`src/rtl/spiker_result_buffer.sv`:
```
// rtl/spiker_result_buffer.sv - FIFO buffer for spike-result words with batch notification and overflow flag.
// Optional per-entry capture timestamp enabled by SPIKER_RESULT_TS_EN.
module spiker_result_buffer #(
    parameter int WIDTH = 32,
    parameter int DEPTH = 8,
    parameter int BATCH = 15
) (
    input  logic                       clk_i,
    input  logic                       rst_i,
    input  logic [WIDTH-1:0]           data_i,
    input  logic                       sample_i,
    output logic                       ready_o,
    input  logic                       core_ready_i,
    output logic                       status_ready_o,
    input  logic                       pop_i,
    output logic [WIDTH-1:0]           rd_data_o,
    output logic                       rd_valid_o,
    output logic [15:0]                rd_ts_o,
    output logic [$clog2(DEPTH):0]     count_o,
    output logic                       batch_d_o,
    output logic                       batch_de_o,
    output logic                       overflow_o,
    input  logic                       clear_i
);

    localparam int AW = $clog2(DEPTH);
    localparam int CW = AW + 1;
    localparam int BW = $clog2(BATCH) + 1;
    localparam logic [CW-1:0] FULL_CNT   = CW'(DEPTH);
    localparam logic [BW-1:0] BATCH_LAST = BW'(BATCH - 1);

    logic [WIDTH-1:0] mem_q [DEPTH];
    logic [WIDTH-1:0] mem_d [DEPTH];
    logic [AW-1:0]    wr_ptr_q, wr_ptr_d;
    logic [AW-1:0]    rd_ptr_q, rd_ptr_d;
    logic [CW-1:0]    count_q, count_d;
    logic [BW-1:0]    batch_cnt_q, batch_cnt_d;
    logic             batch_d_q, batch_d_d;
    logic             batch_de_q, batch_de_d;
    logic             overflow_q, overflow_d;
    logic             status_ready_q, status_ready_d;

    logic full;
    logic empty;
    logic pop_acc;
    logic push_acc;

    // Full/empty come from the registered count so ready_o never sees pop_i/sample_i.
    assign full     = (count_q == FULL_CNT);
    assign empty    = (count_q == '0);
    assign pop_acc  = pop_i && !empty;
    assign push_acc = sample_i && (!full || pop_acc);

    always_comb begin
        mem_d          = mem_q;
        wr_ptr_d       = wr_ptr_q;
        rd_ptr_d       = rd_ptr_q;
        count_d        = count_q;
        batch_cnt_d    = batch_cnt_q;
        batch_d_d      = batch_d_q;
        batch_de_d     = 1'b0;
        overflow_d     = overflow_q;
        status_ready_d = core_ready_i;

        if (clear_i) begin
            wr_ptr_d    = '0;
            rd_ptr_d    = '0;
            count_d     = '0;
            batch_cnt_d = '0;
            batch_d_d   = 1'b0;
            overflow_d  = 1'b0;
        end else begin
            if (push_acc) begin
                mem_d[wr_ptr_q] = data_i;
                wr_ptr_d        = wr_ptr_q + AW'(1);
                if (batch_cnt_q == BATCH_LAST) begin
                    batch_cnt_d = '0;
                    batch_de_d  = 1'b1;
                    batch_d_d   = 1'b1;
                end else begin
                    batch_cnt_d = batch_cnt_q + BW'(1);
                end
            end
            if (pop_acc) begin
                rd_ptr_d = rd_ptr_q + AW'(1);
            end
            count_d = count_q + CW'(push_acc) - CW'(pop_acc);
            if (sample_i && !push_acc) begin
                overflow_d = 1'b1;
            end
        end
    end

    always_ff @(posedge clk_i or posedge rst_i) begin
        if (rst_i) begin
            for (int i = 0; i < DEPTH; i++) begin
                mem_q[i] <= '0;
            end
            wr_ptr_q       <= '0;
            rd_ptr_q       <= '0;
            count_q        <= '0;
            batch_cnt_q    <= '0;
            batch_d_q      <= 1'b0;
            batch_de_q     <= 1'b0;
            overflow_q     <= 1'b0;
            status_ready_q <= 1'b0;
        end else begin
            mem_q          <= mem_d;
            wr_ptr_q       <= wr_ptr_d;
            rd_ptr_q       <= rd_ptr_d;
            count_q        <= count_d;
            batch_cnt_q    <= batch_cnt_d;
            batch_d_q      <= batch_d_d;
            batch_de_q     <= batch_de_d;
            overflow_q     <= overflow_d;
            status_ready_q <= status_ready_d;
        end
    end

`ifdef SPIKER_RESULT_TS_EN
    logic [15:0] ts_cnt_q, ts_cnt_d;
    logic [15:0] ts_mem_q [DEPTH];
    logic [15:0] ts_mem_d [DEPTH];

    // The cycle counter free-runs; clear_i only affects queue contents.
    always_comb begin
        ts_cnt_d = ts_cnt_q + 16'd1;
        ts_mem_d = ts_mem_q;
        if (!clear_i && push_acc) begin
            ts_mem_d[wr_ptr_q] = ts_cnt_q;
        end
    end

    always_ff @(posedge clk_i or posedge rst_i) begin
        if (rst_i) begin
            ts_cnt_q <= 16'd0;
            for (int i = 0; i < DEPTH; i++) begin
                ts_mem_q[i] <= 16'd0;
            end
        end else begin
            ts_cnt_q <= ts_cnt_d;
            ts_mem_q <= ts_mem_d;
        end
    end

    assign rd_ts_o = empty ? 16'd0 : ts_mem_q[rd_ptr_q];
`else
    assign rd_ts_o = 16'd0;
`endif

    assign ready_o        = !full;
    assign rd_valid_o     = !empty;
    assign rd_data_o      = empty ? '0 : mem_q[rd_ptr_q];
    assign count_o        = count_q;
    assign batch_d_o      = batch_d_q;
    assign batch_de_o     = batch_de_q;
    assign overflow_o     = overflow_q;
    assign status_ready_o = status_ready_q;

endmodule
```
`config.mk`:
```
export PLATFORM = sky130hd
export DESIGN_NAME = spiker_result_buffer
export DESIGN_NICKNAME = d
export VERILOG_FILES = /design/src/rtl/spiker_result_buffer.sv
export SDC_FILE = /design/constraint.sdc
export NUM_CORES = 1
export LEC_CHECK = 0
export CORE_ASPECT_RATIO = 2
export CORE_UTILIZATION = 50
export DETAILED_ROUTE_END_ITERATION = 10
export PLACE_DENSITY_LB_ADDON = 0.1
export SYNTH_ARGS = -nofsm -noshare
export SYNTH_HDL_FRONTEND = slang
export SYNTH_SLANG_ARGS = --single-unit
```
`constraint.sdc`:
```
create_clock -name clk_i -period 9.94 [get_ports clk_i]
set_input_delay 1.491 -clock clk_i [delete_from_list [all_inputs] [get_ports clk_i]]
set_output_delay 1.491 -clock clk_i [all_outputs]
set_load 0.02 [all_outputs]
```
==> results.py <==
metrics = {
    "route": {
        "ant_nets": 0,
        "vias": 7041,
        "drt-vias-per-instance": 5.79,
        "dr.pass1.iters": 7,
        "dr.first_iter.drc_count": 337,
        "drc_errors": 1,
        "avgRoutedWirePerCell_um": 22.6,
        "routed_wl_um": 27500,
    },
    "clock_network": {
        "postCtsHoldBufs": 0,
        "cts_setup_buffers": 0,
        "clk_pin_slew_ns": 0.06,
        "cts_max_level": 1,
        "cts_buffers": 25,
        "clockBufferDepth": 3,
        "numClockSinks": 275,
        "clock_latency_ns": 0.52,
        "root_buffer": "clkbuf_16",
        "cts_tree": "built",
        "cts_resized": 0,
    },
    "floorplan": {
        "fp.dieH_um": 227,
        "start_util_pct": 50.7,
        "die_w_um": 115,
        "ios": 96,
        "rows": 82,
        "core_area_sq_mm": 0.0250,
        "dieArea_sq_mm": 0.0260,
    },
    "power_and_ir_drop": {
        "p_leak_nw": 6.59,
        "ir_drop_v": 0.000186,
        "switching_share_pct": 29.6,
        "pwr-share-clk_pct": 25.8,
        "combPwrFrac_pct": 33.1,
        "seqPwrFrac_pct": 41.0,
        "power_switching_mw": 1.17,
        "p_per_area_mw_per_mm2": 271,
        "intPower_mw": 2.77,
    },
    "sta": {
        "setup_viol": 0,
        "whs_ns": 0.484,
        "relSlewSlack_pct": 20.3,
        "slew_violations": 0,
        "skew_ns": 0.00712,
        "max_freq_mhz": 202,
        "rsz0062_at_grt": "false",
        "worstMarginPinSlew_ns": 1.19,
        "tns_ns": 0,
        "finalCriticalPeriod_ns": 4.95,
        "fin_crit_sh_pct": 49.8,
        "hold_viol": 0,
    },
    "layout": {
        "drive_gt1_share_pct": 39.0,
        "filler_cell_count": 2026,
        "antennaDiodeCount": 0,
        "nets": 914,
        "area_delta_synth_final_pct": 14.9,
    },
    "logic_synthesis": {
        "async_reset_ff_share_pct": 100,
        "ys_ff_latch": 275,
        "ys.flop_type": "dfrtp_1",
        "synth_edf_count": 0,
        "netlist_area_sq_mm": 0.0127,
        "synth_top_area_share_pct": 54.3,
        "yosys.area.top_type": "dfrtp_1",
        "synth_cells": 801,
        "ys_seq_area_share_pct": 54.3,
        "synth_common_cells": "275 x dfrtp_1, 216 x mux2_2, 64 x mux4_2",
        "yosysUniqueCellTypes": 53,
        "yosys-top-cells-area": "dfrtp_1 54%, mux2_2 19%, mux4_2 11%, mux2_1 3.8%, a22o_1 2.2%",
        "avgSynthCellArea_sq_um": 15.8,
        "synth_warnings": 0,
        "post-synth-top-count-cell": "dfrtp_1",
    },
    "critical_path": {
        "worstPathArrival_ns": 3.46,
        "cp_slowest_stage_delay_ns": 0.76,
        "worstSetupStartpointType": "register",
        "path_cells": "buf_4, mux4_2, a22o_1, clkdlybuf4s50_1",
        "crit_path_top_delay_cell": "dfrtp_4",
        "cp.required_ns": 8.45,
        "crit_path_end_kind": "output port",
        "path_delay_family": "buffers and inverters",
        "cp_max_fo": 38,
        "crit_buf_inv": 2,
        "critPathKind": "reg -> out",
    },
    "placement": {
        "portBuffers": 79,
        "detailed_place_hpwl_um": 16300,
        "gp_congestion": 0.734,
    },
    "global_route": {
        "antenna_found_initial": 0,
        "grt_max_degree": 141,
        "grt_pass1_wl_um": 44600,
        "track_usage_pct": 22.6,
        "grt_overflow": 0,
        "grt_pass1_vias": 8159,
    },
    "outcome": {
        "violations": "design-rule violations",
        "outcome": "complete, but fails checks",
    },
    "flow_run": {
        "drv_cap": 0,
    },
    "min_path": {
        "hold_class": "reg -> reg",
    },
}
flip-flops by register name, indices dropped and copies added (netlist names):
register and flops:
rd_ptr_q 3, count_o 4, batch_de_o 1, overflow_o 1, wr_ptr_q 3, batch_cnt_q 5
status_ready_o 1, mem_q 256, batch_d_o 1
cell families after synthesis:
kind of cell | Yosys count | share of synthesized area [%]
AOI/OAI and AO/OA | 61 | 4.10
xor gates and xnor gates | 2 | 0.138
adders and majority gates | 11 | 1.14
buffers and inverters | 82 | 3.65
DFF | 275 | 54.3
muxes | 326 | 34.6
other | 1 | 0.0296
and+or+nand+nor | 43 | 2.08
power by group through the flow:
stage                     registers [mW]  logic, mW  clock network [mW]
after CTS                           1.62       1.33                1.05
after floorplan                     1.56      0.925                   0
after global placement              1.61       1.29                   0
final                               1.62       1.31                1.02
after detailed placement            1.64       1.32                   0
after global routing                1.66       1.40                1.08
cells in the final DEF, fill, tap and decap left out, types with 2 or more instances in the layout:
cell type,count
dfrtp_1,273
mux2i_1,3
nor2_4,2
nand2_1,3
bufinv_16,4
mux4_2,64
nor2b_1,5
nand4b_1,3
a22o_1,32
clkbuf_8,7
nor3b_1,2
clkdlybuf4s50_1,79
conb_1,16
nor2_1,9
dfrtp_4,2
nand2b_1,8
ha_1,10
o21ai_0,3
mux2_2,216
o211a_2,2
a21oi_1,5
clkbuf_16,25
inv_1,14
or3_1,2
clkbuf_1,5
o211ai_4,2
mux2_1,43
buf_4,8
nor3_1,3
stage by stage:
| stage | total power [mW] | util, % | area [sq um] | setup WS (ns) | std cells |
|---|---|---|---|---|---|
| after global placement | 2.89 | 54.7 | 13700 | 5.46 | 1174 |
| after floorplan | 2.48 | - | 12700 | 0.869 | 816 |
| after global routing | 4.15 | 58.2 | 14600 | 4.82 | 1217 |
| final | 3.94 | 58.2 | 14600 | 4.99 | 1217 |
| after detailed placement | 2.97 | 54.7 | 13700 | 5.44 | 1174 |
| after CTS | 4.00 | 58.2 | 14600 | 4.89 | 1217 |
layout make-up:
| cell class | instances | area [sq um] | share of cell area, % |
|---|---|---|---|
| clock inverter | 6 | 134 | 0.919 |
| multi-input combinational | 459 | 5450 | 37.4 |
| tap | 336 | 420 | 2.89 |
| sequential | 275 | 6890 | 47.3 |
| clock buffer | 37 | 741 | 5.08 |
| inverter | 16 | 67.6 | 0.464 |
| timing repair buffer | 88 | 871 | 5.98 |
final timing paths:
path	cells past startpoint	slack [ns]	start	end
worst max-delay path	4	4.99	rd_ptr_q[0]$_DFFE_PP0P_	rd_data_o[30]
worst min-delay path	1	0.48	mem_q[218]$_DFFE_PP0P_	mem_q[218]$_DFFE_PP0P_
worst max register to register	11	6.80	count_o[2]$_DFF_PP0_	count_o[3]$_DFF_PP0_
worst min register to register	1	0.48	mem_q[218]$_DFFE_PP0P_	mem_q[218]$_DFFE_PP0P_
max in group asynchronous	3	7.00	rst_i	rd_ptr_q[1]$_DFFE_PP0P_
min in group asynchronous	2	1.58	rst_i	mem_q[39]$_DFFE_PP0P_
per-layer routing:
metal	global-route usage [%]	part of all wire, %	up-vias
met5	0	0	-
met4	8.00	2.5	0
met1	26.3	38	3801
met3	2.77	2.5	45
met2	42.3	57	106
li1	-	-	3089
(Power assumes the default switching activity.)
